## src/rtl/loader_pkg.sv

```systemverilog
// Shared types and constants for the boot-time
// instruction loader.
package loader_pkg;

  localparam int ADDR_W_DEF  = 12;
  localparam int INSTR_W_DEF = 19;

  localparam logic [7:0] H0_RSV_MASK = 8'hF0;
  localparam logic [7:0] B0_RSV_MASK = 8'hF8;

  typedef enum logic [2:0] {
    S_H0,
    S_H1,
    S_B0,
    S_B1,
    S_B2,
    S_CK,
    S_DONE,
    S_ERR
  } state_e;

endpackage

```

## src/rtl/instr_word_assembler.sv

```systemverilog
// Packs three stream bytes into one 19-bit
// instruction word and flags reserved-bit misuse.
module instr_word_assembler
  import loader_pkg::*;
(
  input  logic                   clk,
  input  logic                   rst,
  input  logic [7:0]             byte_in,
  input  logic [1:0]             pos,
  input  logic                   load,
  output logic [INSTR_W_DEF-1:0] word,
  output logic                   viol
);

  logic [INSTR_W_DEF-1:0] word_q;
  logic [INSTR_W_DEF-1:0] word_d;

  assign viol = (pos == 2'd0) &&
                (|(byte_in & B0_RSV_MASK));
  assign word = word_q;

  always_comb begin
    word_d = word_q;
    if (load) begin
      unique case (pos)
        2'd0:    word_d[18:16] = byte_in[2:0];
        2'd1:    word_d[15:8]  = byte_in;
        2'd2:    word_d[7:0]   = byte_in;
        default: word_d        = word_q;
      endcase
    end
  end

  always_ff @(posedge clk) begin
    if (rst) word_q <= '0;
    else     word_q <= word_d;
  end

endmodule

```

## src/rtl/instr_loader.sv

```systemverilog
// Frames a byte stream into instruction-memory
// writes and releases the datapath when verified.
module instr_loader
  import loader_pkg::*;
#(
  parameter int ADDR_W  = ADDR_W_DEF,
  parameter int INSTR_W = INSTR_W_DEF
) (
  input  logic               clk,
  input  logic               rst,
  input  logic [7:0]         in_data,
  input  logic               in_valid,
  output logic               in_ready,
  output logic               im_we,
  output logic [ADDR_W-1:0]  im_addr,
  output logic [INSTR_W-1:0] im_wdata,
  output logic               cpu_rst,
  output logic               done,
  output logic               err
);

  state_e      state_q, state_d;
  logic [11:0] count_q, count_d;
  logic [11:0] wcnt_q, wcnt_d;
  logic [7:0]  xor_q, xor_d;
  logic        im_we_q, im_we_d;
  logic [ADDR_W-1:0] addr_q, addr_d;
  logic        cpu_rst_q, cpu_rst_d;
  logic        done_q, done_d;
  logic        err_q, err_d;

  logic        xfer;
  logic [1:0]  asm_pos;
  logic        asm_load;
  logic        asm_viol;
  logic [INSTR_W_DEF-1:0] asm_word;
  logic [11:0] wcnt_inc;
  logic [11:0] hdr_count;

  assign in_ready = !rst &&
                    (state_q != S_DONE) &&
                    (state_q != S_ERR);
  assign xfer = in_valid && in_ready;

  assign wcnt_inc  = wcnt_q + 12'd1;
  assign hdr_count = {count_q[11:8], in_data};

  always_comb begin
    asm_pos = 2'd0;
    unique case (state_q)
      S_B1:    asm_pos = 2'd1;
      S_B2:    asm_pos = 2'd2;
      default: asm_pos = 2'd0;
    endcase
  end

  // A malformed B0 must not disturb the word reg.
  assign asm_load = xfer && !asm_viol &&
                    ((state_q == S_B0) ||
                     (state_q == S_B1) ||
                     (state_q == S_B2));

  instr_word_assembler u_asm (
    .clk     (clk),
    .rst     (rst),
    .byte_in (in_data),
    .pos     (asm_pos),
    .load    (asm_load),
    .word    (asm_word),
    .viol    (asm_viol)
  );

  always_comb begin
    state_d   = state_q;
    count_d   = count_q;
    wcnt_d    = wcnt_q;
    xor_d     = xor_q;
    im_we_d   = 1'b0;
    addr_d    = addr_q;
    cpu_rst_d = cpu_rst_q;
    done_d    = done_q;
    err_d     = err_q;

    if (im_we_q) addr_d = addr_q + 1'b1;

    if (xfer) begin
      xor_d = xor_q ^ in_data;
      unique case (state_q)
        S_H0: begin
          if (|(in_data & H0_RSV_MASK)) begin
            state_d = S_ERR;
            err_d   = 1'b1;
          end else begin
            count_d[11:8] = in_data[3:0];
            state_d       = S_H1;
          end
        end
        S_H1: begin
          count_d[7:0] = in_data;
          state_d = (hdr_count == 12'd0) ?
                    S_CK : S_B0;
        end
        S_B0: begin
          if (asm_viol) begin
            state_d = S_ERR;
            err_d   = 1'b1;
          end else begin
            state_d = S_B1;
          end
        end
        S_B1: state_d = S_B2;
        S_B2: begin
          im_we_d = 1'b1;
          wcnt_d  = wcnt_inc;
          state_d = (wcnt_inc == count_q) ?
                    S_CK : S_B0;
        end
        S_CK: begin
          if (in_data == xor_q) begin
            state_d   = S_DONE;
            done_d    = 1'b1;
            cpu_rst_d = 1'b0;
          end else begin
            state_d = S_ERR;
            err_d   = 1'b1;
          end
        end
        default: state_d = state_q;
      endcase
    end
  end

  always_ff @(posedge clk) begin
    if (rst) begin
      state_q   <= S_H0;
      count_q   <= '0;
      wcnt_q    <= '0;
      xor_q     <= '0;
      im_we_q   <= 1'b0;
      addr_q    <= '0;
      cpu_rst_q <= 1'b1;
      done_q    <= 1'b0;
      err_q     <= 1'b0;
    end else begin
      state_q   <= state_d;
      count_q   <= count_d;
      wcnt_q    <= wcnt_d;
      xor_q     <= xor_d;
      im_we_q   <= im_we_d;
      addr_q    <= addr_d;
      cpu_rst_q <= cpu_rst_d;
      done_q    <= done_d;
      err_q     <= err_d;
    end
  end

  assign im_we    = im_we_q;
  assign im_addr  = addr_q;
  assign im_wdata = INSTR_W'(asm_word);
  assign cpu_rst  = cpu_rst_q;
  assign done     = done_q;
  assign err      = err_q;

endmodule

```

## config.mk

```make
export PLATFORM = sky130hd
export DESIGN_NAME = instr_loader
export DESIGN_NICKNAME = d
export VERILOG_FILES = /design/src/rtl/loader_pkg.sv /design/src/rtl/instr_word_assembler.sv /design/src/rtl/instr_loader.sv
export SDC_FILE = /design/constraint.sdc
export NUM_CORES = 1
export LEC_CHECK = 0
export ABC_AREA = 1
export ABC_CLOCK_PERIOD_IN_PS = 4800
export CAP_MARGIN = 20
export CORE_UTILIZATION = 45
export DETAILED_ROUTE_END_ITERATION = 7
export PLACE_DENSITY_LB_ADDON = 0.25
export SYNTH_ARGS = -nofsm -noshare
export SYNTH_HDL_FRONTEND = slang
export SYNTH_SLANG_ARGS = --single-unit
export TNS_END_PERCENT = 100
```

## constraint.sdc

```tcl
create_clock -name clk -period 4.8 [get_ports clk]
set_input_delay 0.96 -clock clk [delete_from_list [all_inputs] [get_ports clk]]
set_output_delay 0.96 -clock clk [all_outputs]
set_load 0.02 [all_outputs]
```

* After elaboration in Yosys (flattened, before gate mapping)
Index checks and enable logic that the tools add are counted.
Word-level totals: bits in registers 70, bits of input ports 11, word-level logic and storage cells 71
Cells by class: add/subtract/negate cells 2, eq/ne operators 14, muxes and demuxes 12, bitwise logic cells 3, reduce and logical (&&, ||, !) cells 27
Operator list (number):
- adder 12 x 1 -> 12 bit (second input constant) | 2
- one-hot mux 3 bit (6 select lines) | 1
- equality test 12 bit | 1
- zero test 12 bit | 1
- two-way mux 3 bit | 4
- AND reduction 2 bit | 6
- equality test 8 bit | 1
- bitwise XOR 8 bit | 1
- equality test 3 x 2 -> 1 bit (second input constant) | 2
- equality test 3 bit (second input constant) | 2
- logical AND 1 bit | 6
- != test 2 bit (second input constant) | 3
- != test 3 bit (second input constant) | 2
- AND reduction 3 bit | 2
- nonzero test 6 bit | 1
- two-way mux 1 bit | 5
- AND reduction 5 bit | 1
- OR reduction 5 bit | 1
- one-hot mux 2 bit (2 select lines) | 1
- OR reduction 4 bit | 1
- equality test 3 x 1 -> 1 bit (second input constant) | 1
- zero test 3 bit | 1
- one-hot mux 1 bit (3 select lines) | 1
- nonzero test 3 bit | 1
- 7 further kinds | 10

* Depth between registers and ports, before layout
Gate-level depths: netlist (run 1).
depth after elaboration 8, gate-level depth with buffers 13

* Cells and area by module
A second synthesis (run 1) with hierarchy kept.
Unflattened totals: cells, all modules 525, area, all modules 3528.4 um^2
By module, submodules not included:
- instr_loader | times used 1, cells each 396, area each 2662.6 um^2, seq. area each 1021.0 um^2
- instr_word_assembler | times used 1, cells each 129, area each 865.8 um^2, seq. area each 380.4 um^2

* Worst setup path after synthesis (run 1)
OpenSTA, ideal clock, no wires.
kind input -> register, start point in rst, end point reg u_asm.word_q[8], in the netlist u_asm.word[8], data arrival time 2.094 ns, data required time 4.672 ns, slack 2.578 ns, stages on the path 8, path buffers 2, path through a21oi_2 -> nand2_1 -> buf_6 -> a31oi_2 -> nand3_2 -> buf_6 -> a21oi_1 -> nor2_1
Between the ends: word-level cells in the longest chain between the ends 7
RTL lines:
- start: declaration | RTL line instr_loader.sv:10 | input logic rst,
- zero test 1 bit | RTL line instr_loader.sv:40 | assign in_ready = !rst &&
- logical AND 1 bit | RTL line instr_loader.sv:40
- logical AND 1 bit | RTL line instr_loader.sv:41 | (state_q != S_DONE) &&
- logical AND 1 bit | RTL line instr_loader.sv:43 | assign xfer = in_valid && in_ready;
- logical AND 1 bit (2 in a row) | RTL line instr_loader.sv:58 | assign asm_load = xfer && !asm_viol &&
- AND reduction 2 bit (no line)
- end signal: assignment | RTL line instr_word_assembler.sv:36 | else word_q <= word_d;
- end: declaration | RTL line instr_word_assembler.sv:15 | logic [INSTR_W_DEF-1:0] word_q;
Several ways; a longest one is shown, not always the timed one. A chain may end at the register's enable or synchronous reset.

* Worst setup path after layout (run 1)
start point in rst, end point out in_ready
Between the ends: word-level cells in the longest chain between the ends 3
RTL lines:
- zero test 1 bit | RTL line instr_loader.sv:40
- logical AND 1 bit | RTL line instr_loader.sv:40
- logical AND 1 bit | RTL line instr_loader.sv:41
- end: declaration | RTL line instr_loader.sv:13 | output logic in_ready,
Every way passes these cells.

==> key figures, run 1 <==
Hold path
  • Worst Hold Class: register to register
  • Hold Crit Start: cpu_rst$_SDFFE_PP1P_
  • Hold Path Depth: 2
  • Endpoint, Worst Hold: cpu_rst$_SDFFE_PP1P_

Flow run
  • Maxcap violations: 0

Routing
  • WL per Instance: 12.6 um
  • DRT Pass-1 Iters: 4
  • Vias/cell: 5.04
  • Wirelength, routed: 8320 um
  • Initial DRC count: 121
  • DRC viols: 0
  • Vias: 3,318
  • DRT antenna net count: 0

Critical path
  • FF-to-FF Start: wcnt_q[0]$_SDFFE_PP0P_
  • Setup crit end kind: output pin
  • Slowest cell delay on critical path: 610 ps
  • Critical-path cell with the highest stage delay: clkdlybuf4s50_1
  • Crit path max fanout: 15
  • CP most frequent cell: clkdlybuf4s50_1
  • Reg2Reg Capture Point: state_q[0]$_SDFFE_PP0P_
  • Startpoint Class: input pin
  • CP Data Arrival Time: 2310 ps
  • R2r worst-path depth: 11
  • Crit-path cells: clkdlybuf4s50_1 -> buf_4 -> a21oi_2 -> clkdlybuf4s50_1
  • Critical Path RT: 3840 ps
  • R2r setup slk: 2720 ps
  • WS Path Type: input pin to output pin

Placed design
  • Input/output buffers: 46
  • Final HPWL from detailed placement: 5980 um
  • Placed cells: 642
  • GP Congestion: 0.834
  • Placed cell area: 3930 um2

Clocking
  • CTS tree: yes
  • Cts hold-fix bufs: 0
  • H-Tree Level Count: 3
  • Reg clk slew, reported paths: 70 ps
  • Worst-Skew Late Latency: 350 ps
  • TritonCTS Buffers: 9
  • Max Root-Sink Buffers: 2
  • Post_cts resized: 0
  • Root buffer cell: clkbuf_8
  • CTS Sinks: 70
  • # Post-CTS Setup Buffers: 0

Power
  • Int Power: 0.000959 W
  • Comb pwr share: 10.2%
  • Register share of total power: 47.3%
  • Clock Power Share: 42.4%
  • Sw frac: 26.2%
  • Pwr per Cell Area: 312 nW/um2
  • Sw Pwr: 0.000341 W
  • Maximum vdd drop: 0.198 mV
  • Lkg Pwr: 1.66 nW

Synthesis
  • Synthesized area: 3400 um2
  • Syn avg cell area: 6.69 um2
  • Cell taking the most area after synthesis: dfxtp_1
  • Syn Nets: 521
  • Syn Inst Count: 508
  • Post-synth top area share: 41.2%
  • Ys Warns: 0
  • Sequential fraction of the synthesis area: 41.2%
  • #FFs+latches synth: 70
  • Largest cells by area after synthesis: dfxtp_1 (41%), nand2_1 (11%), a21oi_1 (8.1%), o21ai_0 (7.7%), inv_1 (7.6%)
  • Distinct cells, synth: 28

STA
  • Maximum clock frequency: 306 MHz
  • Final Hold Vio Count: 0
  • Final Critical Period: 3270 ps
  • Max-slew violation total from the final report: 0
  • Fin crit share: 68.1%
  • Rel. slew slack: 56.4%
  • Final Setup Violations: 0
  • Worst-Margin Slew: 654 ps
  • RSZ-0062 raised after global routing: no
  • Final clock skew: 5.81 ps
  • Setup TNS: 0 ps

Global route
  • Total gr overflow: 0
  • First-pass GRT wire length: 13,800 um
  • Largest net degree at the start of global routing: 36
  • Number of global-route vias before repair: 3,015
  • Gr usage total: 22.9%
  • Antenna violations before repair: 0

Floorplan
  • Full die area: 7900 um2
  • CORE AREA: 7290 um2
  • Die extent in y: 88.9 um
  • Rows: 31
  • Starting density of the core: 46.6%
  • Die X: 88.9 um
  • Ports: 47

Cells and area
  • Area grow syn2layout: 22.5%
  • Layout cell share with drive strength beyond 1: 5.01%
  • Finished Layout Cells: 658
  • Finished Cell Area: 4160 um2
  • # diodes: 0
  • Layout Nets: 567

Run status
  • Status: finished clean
kinds of logic (layout without fill, tap and decap cells):
family / Yosys count / in the layout / synth area share [%]
flip-flops: 70 / 70 / 41.2
buffers and inverters: 84 / 135 / 9.90
adder cells (fa/ha/maj): 2 / 2 / 0.736
XOR/XNOR: 8 / 8 / 2.06
AND/OR/NAND/NOR: 229 / 229 / 28.5
AO/OA/AOI/OAI: 115 / 115 / 17.6
synthesized netlist by cell type:
cell type,count
o211ai_1,1
o21ai_0,52
nand2_2,1
nand4_1,8
nor2_2,2
dfxtp_1,70
buf_2,4
nand3b_1,1
ha_1,2
buf_6,2
a31oi_2,1
a31oi_1,4
nor2_4,1
nand3_2,1
inv_1,69
nor3_1,7
clkbuf_2,1
xnor2_1,4
xor2_1,4
nand3_1,40
a21oi_2,1
nor2_1,62
clkbuf_1,7
nor4_1,2
inv_2,1
a21oi_1,55
nand2_1,104
o21a_1,1
worst max-delay path by stage:
stage                     startpoint                         end  cells past startpoint
after global placement           rst                    in_ready                      4
after CTS                        rst                    in_ready                      4
after detailed placement         rst                    in_ready                      4
after global routing             rst                    in_ready                      4
final                            rst                    in_ready                      4
after floorplan                  rst  u_asm.word[8]$_SDFFE_PP0P_                      8
state kept, by name, indices dropped and copies added (netlist names):
signal      count
count_q        12
cpu_rst         1
done            1
err             1
im_addr        12
im_we           1
state_q         3
u_asm.word     19
wcnt_q         12
xor_q           8
cells in the final DEF, fill, tap and decap left out:
cell             netlist  layout
nand2_1              104     104
dfxtp_1               70      70
inv_1                 69      69
nor2_1                62      61
a21oi_1               55      55
o21ai_0               52      52
clkdlybuf4s50_1        0      46
nand3_1               40      40
clkbuf_8               0      10
nand4_1                8       8
nor3_1                 7       7
a31oi_1                4       4
xor2_1                 4       4
xnor2_1                4       4
nor2_2                 2       3
buf_4                  0       3
nor4_1                 2       2
ha_1                   2       2
clkinvlp_4             0       2
bufinv_16              0       2
inv_6                  0       2
a21oi_2                1       1
nor2_4                 1       1
nand2_2                1       1
inv_2                  1       1
nand3b_1               1       1
o21a_1                 1       1
a31oi_2                1       1
nand3_2                1       1
o211ai_1               1       1
power by group through the flow:
stage,sequential [W],combinational (W),clock (W)
after floorplan,0.000630,0.0000827,0
after global placement,0.000628,0.000129,0
after detailed placement,0.000628,0.000131,0
after CTS,0.000615,0.000132,0.000561
after global routing,0.000618,0.000150,0.000584
final,0.000615,0.000133,0.000552
per-stage QoR:
stage          util (%)  setup slack (ps)  hold slack [ps]  total power (W)
6_report           57.1              1530              446          0.00130
5_1_grt            57.1              1490              478          0.00135
3_5_place_dp       53.9              1520              434         0.000759
2_1_floorplan         -              2580              444         0.000713
3_3_place_gp       53.9              1540              433         0.000756
4_1_cts            57.1              1520              451          0.00131
area by class of cell:
type                       instances  area (um2)
fill                             744        3130
multi-input combinational        354        1660
sequential                        70        1400
timing repair buffer              49         483
inverter                          70         263
clock buffer                      10         138
tap                               99         124
clock inverter                     6        92.6
critical path: cells and delay by family:
| family | cells | cell delay [ps] |
|---|---|---|
| AOI/OAI and AO/OA | 1 | 140 |
| buffers and inverters | 3 | 1210 |
routing by layer:
| layer | vias up | wire length [um] | track usage, % |
|---|---|---|---|
| met2 | 53 | 3820 | 35.9 |
| met4 | 0 | 203 | 10.7 |
| met5 | - | 0 | 0 |
| met1 | 1503 | 4070 | 30.8 |
| li1 | 1743 | - | - |
| met3 | 19 | 223 | 4.25 |
Power figures use the tool's default switching activity.
==> run 2, diff against run 1 <==
--- a/config.mk
+++ b/config.mk
@@ -6,7 +6,7 @@
 export NUM_CORES = 1
 export LEC_CHECK = 0
 export ABC_AREA = 1
-export ABC_CLOCK_PERIOD_IN_PS = 4800
+export ABC_CLOCK_PERIOD_IN_PS = 3100
 export CAP_MARGIN = 20
 export CORE_UTILIZATION = 45
 export DETAILED_ROUTE_END_ITERATION = 7
==> constraint.sdc (replaced) <==
create_clock -name clk -period 3.1 [get_ports clk]
set_input_delay 0.62 -clock clk [delete_from_list [all_inputs] [get_ports clk]]
set_output_delay 0.62 -clock clk [all_outputs]
set_load 0.02 [all_outputs]
==> run 2 against run 1 <==
Sequential share of layout area up 0.091 points; clock skew up 1.1 ps; wire length down 0.37%; highest routed layer unchanged; cell count up 0.30%; global-route usage about the same; flip-flop and latch count unchanged; clock power up 33%; worst setup slack worse by 870 ps; design area down 0.27%; non-clock buffer count up 2; via count about the same; utilization down 0.15 points.
==> key figures, run 2 (synthesis results as in run 1) <==
Run status
  • Status: finished clean (unchanged)

Cells and area
  • Layout cell share with drive strength beyond 1: 4.99% (was 5.01%)
  • Area grow syn2layout: 22.2% (was 22.5%)
  • Max FFs per register: 19 (unchanged)
  • Multi-input gate area in the final layout: 1660 um2 (unchanged)
  • Commonest non-fill, non-tap cell in the layout: nand2_1 (unchanged)
  • Fill cell total of the finished layout: 722 (was 744)
  • # diodes: 0 (unchanged)
  • Finished Cell Area: 4150 um2 (was 4160 um2)
  • Fin util: 56.9% (was 57.1%)
  • Most frequent cells in the layout: nand2_1 (104), dfxtp_1 (70), inv_1 (69) (unchanged)
  • Layout Nets: 569 (was 567)
  • Storage element area: 1400 um2 (unchanged)

Floorplan
  • Die extent in y: 88.9 um (unchanged)
  • Rows: 31 (unchanged)
  • Die X: 88.9 um (unchanged)
  • Full die area: 7900 um2 (unchanged)
  • CORE AREA: 7290 um2 (unchanged)
  • Ports: 47 (unchanged)
  • Starting density of the core: 46.6% (unchanged)

Routing
  • Vias: 3,319 (was 3,318)
  • DRT antenna net count: 0 (unchanged)
  • WL per Instance: 12.6 um (about the same)
  • Initial DRC count: 136 (was 121)
  • DRT Pass-1 Iters: 4 (unchanged)
  • DRC viols: 0 (unchanged)
  • Vias/cell: 5.03 (was 5.04)
  • Wirelength, routed: 8290 um (was 8320 um)

Hold path
  • Endpoint, Worst Hold: u_asm.word[12]$_SDFFE_PP0P_ (was cpu_rst$_SDFFE_PP1P_)
  • Hold Crit Start: u_asm.word[12]$_SDFFE_PP0P_ (was cpu_rst$_SDFFE_PP1P_)
  • Hold Path Depth: 2 (unchanged)
  • Worst Hold Class: register to register (unchanged)

Critical path
  • Critical Path RT: 2480 ps (was 3840 ps)
  • Top Family by Delay on Critical Path: buffers and inverters (unchanged)
  • CP Data Arrival Time: 1820 ps (was 2310 ps)
  • CP most frequent cell: clkdlybuf4s50_1 (unchanged)
  • Slowest cell delay on critical path: 620 ps (was 610 ps)
  • WS Path Type: input pin to output pin (unchanged)
  • Reg2Reg Capture Point: state_q[0]$_SDFFE_PP0P_ (unchanged)
  • Crit path max fanout: 2 (was 15)
  • Startpoint Class: input pin (unchanged)
  • R2r setup slk: 1080 ps (was 2720 ps)
  • Worst Setup SP: rst (unchanged)
  • Crit path buffers/inverters: 2 (was 3)
  • Setup crit end kind: output pin (unchanged)
  • FF-to-FF Start: wcnt_q[0]$_SDFFE_PP0P_ (unchanged)
  • Crit-path cells: clkdlybuf4s50_1 -> a21oi_2 -> clkdlybuf4s50_1 (was clkdlybuf4s50_1 -> buf_4 -> a21oi_2 -> clkdlybuf4s50_1)
  • R2r worst-path depth: 11 (unchanged)
  • Critical-path cell with the highest stage delay: clkdlybuf4s50_1 (unchanged)

STA
  • Final Setup Violations: 0 (unchanged)
  • Maximum clock frequency: 411 MHz
  • Rel. slew slack: 60.6% (was 56.4%)
  • Final Hold Vio Count: 0 (unchanged)
  • Final Critical Period: 2440 ps
  • Max-slew violation total from the final report: 0 (unchanged)
  • Final clock skew: 6.93 ps (was 5.81 ps)
  • Fin crit share: 78.6%
  • Setup TNS: 0 ps (unchanged)
  • RSZ-0062 raised after global routing: no (unchanged)
  • Worst-Margin Slew: 591 ps (was 654 ps)

Clocking
  • H-Tree Level Count: 3 (unchanged)
  • Cts hold-fix bufs: 0 (unchanged)
  • Root buffer cell: clkbuf_8 (unchanged)
  • Reg clk slew, reported paths: 80 ps (was 70 ps)
  • CTS tree: yes (unchanged)
  • CTS Sinks: 70 (unchanged)
  • Worst-Skew Late Latency: 340 ps (was 350 ps)
  • Post_cts resized: 0 (unchanged)
  • # Post-CTS Setup Buffers: 0 (unchanged)
  • TritonCTS Buffers: 9 (unchanged)
  • Max Root-Sink Buffers: 2 (unchanged)

Placed design
  • Placed cell area: 3960 um2 (was 3930 um2)
  • Final HPWL from detailed placement: 5940 um (was 5980 um)
  • Input/output buffers: 46 (unchanged)
  • GP Congestion: 0.843 (was 0.834)

Global route
  • First-pass GRT wire length: 13,900 um (was 13,800 um)
  • Antenna violations before repair: 0 (unchanged)
  • Largest net degree at the start of global routing: 38 (was 36)
  • Number of global-route vias before repair: 2,985 (was 3,015)
  • Gr usage total: 22.9% (about the same)
  • Total gr overflow: 0 (unchanged)

Power
  • Pwr per Cell Area: 457 nW/um2 (was 312 nW/um2)
  • Maximum vdd drop: 0.298 mV (was 0.198 mV)
  • Lkg Pwr: 1.65 nW (was 1.66 nW)

Flow run
  • Maxcap violations: 0 (unchanged)
## run 2: changes by cell type in the layout (fill, tap and decap cells not counted), sizes merged
cell and delta:
bufinv -1, clkbuf +1, clkinv +3, buf +2
inv -2, clkinvlp -1
## run 2: cell type report
cell class	instances	area share, %
multi-input cells	354	40.0
flip-flops and latches	70	33.7
repair buffers	51	12.3
inverters	70	6.33
clock buffers	11	3.16
well taps	99	2.98
clock inverters	5	1.45
## run 2: routing by layer
layer  GRT usage (%)  up-vias  share of wire [%]
met1            31.8     1490                 50
met2            36.2       74                 45
met3            4.43        8                3.8
met5               0        -                  0
met4            7.04        0                1.1
li1                -     1747                  -
## run 2: worst max-delay path by stage
stage | to | slack [ps] | cells past startpoint
5_1_grt | in_ready | 610 | 3
3_5_place_dp | u_asm.word[15]$_SDFFE_PP0P_ | 610 | 9
3_3_place_gp | u_asm.word[12]$_SDFFE_PP0P_ | 660 | 9
6_report | in_ready | 660 | 3
4_1_cts | in_ready | 660 | 3
2_1_floorplan | u_asm.word[8]$_SDFFE_PP0P_ | 1220 | 8
## run 2: worst min-delay path: cells and delay by family, from the launching register on
family	cells	cell delay, ps
AO/OA/AOI/OAI	1	50
buffers and inverters	1	40
flip-flops	1	310
## run 2: through the flow
step	hold slack [ps]	total power, W	instances	worst slack [ps]
after detailed placement	436	0.00118	644	612
after global routing	481	0.00197	660	611
after floorplan	444	0.00110	508	1220
after CTS	449	0.00190	660	659
after global placement	431	0.00118	644	659
final	444	0.00190	660	664
## run 2: report_power, final
part	total [W]	internal (W)	switching, W
Combinational	0.000210	0.0000804	0.000130
Clock	0.000733	0.000374	0.000359
Sequential	0.000952	0.000927	0.0000258
==> run 3, diff against run 2 <==
--- a/config.mk
+++ b/config.mk
@@ -6,7 +6,7 @@
 export NUM_CORES = 1
 export LEC_CHECK = 0
 export ABC_AREA = 1
-export ABC_CLOCK_PERIOD_IN_PS = 3100
+export ABC_CLOCK_PERIOD_IN_PS = 2450
 export CAP_MARGIN = 20
 export CORE_UTILIZATION = 45
 export DETAILED_ROUTE_END_ITERATION = 7
==> constraint.sdc (replaced) <==
create_clock -name clk -period 2.45 [get_ports clk]
set_input_delay 0.49 -clock clk [delete_from_list [all_inputs] [get_ports clk]]
set_output_delay 0.49 -clock clk [all_outputs]
set_load 0.02 [all_outputs]
==> run 3 against run 2 <==
Sequential share of layout area hardly changed; critical endpoint unchanged; total power is 18% higher; die area stayed put; register-to-register slack worse by 610 ps; count of clock-buffer cells in the layout is 2 higher.
==> key figures, run 3 (synthesis results as in run 1) <==
Critical path
  • FF-to-FF Start: wcnt_q[0]$_SDFFE_PP0P_ (unchanged)
  • Startpoint Class: input pin (unchanged)
  • Critical path capture point: in_ready (unchanged)
  • Reg2Reg Capture Point: state_q[0]$_SDFFE_PP0P_ (unchanged)
  • Crit path max fanout: 2 (unchanged)
  • WS Path Type: input pin to output pin (unchanged)
  • Critical Path RT: 1960 ps (was 2480 ps)
  • Setup crit end kind: output pin (unchanged)
  • R2r worst-path depth: 11 (unchanged)
  • R2r setup slk: 470 ps (was 1080 ps)
  • Worst Setup SP: rst (unchanged)
  • CP Data Arrival Time: 1700 ps (was 1820 ps)

Clocking
  • Root buffer cell: clkbuf_8 (unchanged)
  • # Post-CTS Setup Buffers: 0 (unchanged)
  • CTS Sinks: 70 (unchanged)
  • Max Root-Sink Buffers: 2 (unchanged)
  • CTS tree: yes (unchanged)
  • Post_cts resized: 0 (unchanged)
  • TritonCTS Buffers: 9 (unchanged)
  • H-Tree Level Count: 3 (unchanged)
  • Reg clk slew, reported paths: 70 ps (was 80 ps)
  • Cts hold-fix bufs: 0 (unchanged)
  • Worst-Skew Late Latency: 340 ps (about the same)

STA
  • Worst-Margin Slew: 435 ps (was 591 ps)
  • Hold_ws: 444 ps (about the same)
  • Fin crit share: 89.3%
  • Final Hold Vio Count: 0 (unchanged)
  • Maximum clock frequency: 457 MHz
  • Setup TNS: 0 ps (unchanged)
  • Final clock skew: 4.33 ps (was 6.93 ps)
  • Max-slew violation total from the final report: 0 (unchanged)
  • Rel. slew slack: 70.7% (was 60.6%)
  • Final Setup Violations: 0 (unchanged)
  • RSZ-0062 raised after global routing: no (unchanged)
  • Final Critical Period: 2190 ps

Placed design
  • Final HPWL from detailed placement: 5930 um (was 5940 um)
  • Input/output buffers: 46 (unchanged)
  • GP Congestion: 0.821 (was 0.843)

Global route
  • Number of global-route vias before repair: 2,861 (was 2,985)
  • Total gr overflow: 0 (unchanged)
  • Antenna violations before repair: 0 (unchanged)
  • Largest net degree at the start of global routing: 57 (was 38)
  • First-pass GRT wire length: 13,400 um (was 13,900 um)
  • Gr usage total: 22.3% (was 22.9%)

Floorplan
  • CORE AREA: 7290 um2 (unchanged)
  • Ports: 47 (unchanged)
  • Die X: 88.9 um (unchanged)
  • Starting density of the core: 46.6% (unchanged)
  • Die extent in y: 88.9 um (unchanged)
  • Rows: 31 (unchanged)
  • Full die area: 7900 um2 (unchanged)

Cells and area
  • Fill cell total of the finished layout: 715 (was 722)
  • Commonest non-fill, non-tap cell in the layout: nand2_1 (unchanged)
  • Max FFs per register: 19 (unchanged)
  • Layout cell share with drive strength beyond 1: 5.48% (was 4.99%)
  • Fin util: 57.0% (was 56.9%)
  • Area grow syn2layout: 22.3% (was 22.2%)
  • Layout Nets: 575 (was 569)
  • # diodes: 0 (unchanged)
  • Most frequent cells in the layout: nand2_1 (104), dfxtp_1 (70), inv_1 (69) (unchanged)

Routing
  • Wirelength, routed: 8250 um (was 8290 um)
  • Vias/cell: 4.98 (was 5.03)
  • Vias: 3,313 (was 3,319)
  • Initial DRC count: 143 (was 136)
  • DRT Pass-1 Iters: 4 (unchanged)
  • DRC viols: 0 (unchanged)
  • DRT antenna net count: 0 (unchanged)
  • WL per Instance: 12.4 um (was 12.6 um)

Run status
  • Status: finished clean (unchanged)

Flow run
  • Maxcap violations: 0 (unchanged)

Power
  • Lkg Pwr: 1.67 nW (was 1.65 nW)
  • Pwr per Cell Area: 539 nW/um2 (was 457 nW/um2)
  • Maximum vdd drop: 0.443 mV (was 0.298 mV)

Hold path
  • Worst Hold Class: register to register (unchanged)
-- run 3: cell count changes in the layout (fill, tap and decap cells not counted), sizes merged --
cell      before  now
clkinvlp       1    0
buf            5   11
clkinv         3    2
clkbuf        11   13
bufinv         1    0
-- run 3: worst min path at each step --
stage / from / to / depth (start not counted)
6_report: u_asm.word[12]$_SDFFE_PP0P_ / u_asm.word[12]$_SDFFE_PP0P_ / 2
3_5_place_dp: u_asm.word[14]$_SDFFE_PP0P_ / u_asm.word[14]$_SDFFE_PP0P_ / 2
3_3_place_gp: u_asm.word[12]$_SDFFE_PP0P_ / u_asm.word[12]$_SDFFE_PP0P_ / 2
2_1_floorplan: count_q[1]$_SDFFE_PP0P_ / count_q[1]$_SDFFE_PP0P_ / 2
4_1_cts: u_asm.word[12]$_SDFFE_PP0P_ / u_asm.word[12]$_SDFFE_PP0P_ / 2
5_1_grt: u_asm.word[13]$_SDFFE_PP0P_ / u_asm.word[13]$_SDFFE_PP0P_ / 2
-- run 3: stage by stage --
stage | cells | worst slack [ps] | total power, W | instance area, um2
after detailed placement | 650 | 158 | 0.00150 | 4010
after global placement | 650 | 240 | 0.00150 | 4010
after global routing | 665 | 237 | 0.00234 | 4160
after floorplan | 508 | 698 | 0.00140 | 3400
final | 665 | 261 | 0.00224 | 4160
after CTS | 665 | 259 | 0.00226 | 4160
-- run 3: critical path, cell delays in order --
cell             delay (ps)
clkdlybuf4s50_1         440
a21oi_2                 140
clkdlybuf4s50_1         620
-- run 3: cell type report --
class / instances / area, um2 / area share, %
repair buffers: 57 / 556 / 13.4
multi-input cells: 354 / 1660 / 40.0
inverters: 70 / 263 / 6.32
clock inverters: 2 / 10.0 / 0.241
flip-flops and latches: 70 / 1400 / 33.7
clock buffers: 13 / 139 / 3.34
well taps: 99 / 124 / 2.98
-- run 3: where the power goes --
part           internal, W  switching [W]
clock network     0.000360       0.000399
registers          0.00117      0.0000328
logic             0.000108       0.000165
total              0.00164       0.000598
-- run 3: per-layer routing --
metal,wire [um],global-route usage (%),up-vias
li1,-,-,1757
met1,4020,29.7,1483
met2,3820,36.2,64
met3,305,4.25,9
met4,92,7.62,0
met5,0,0,-
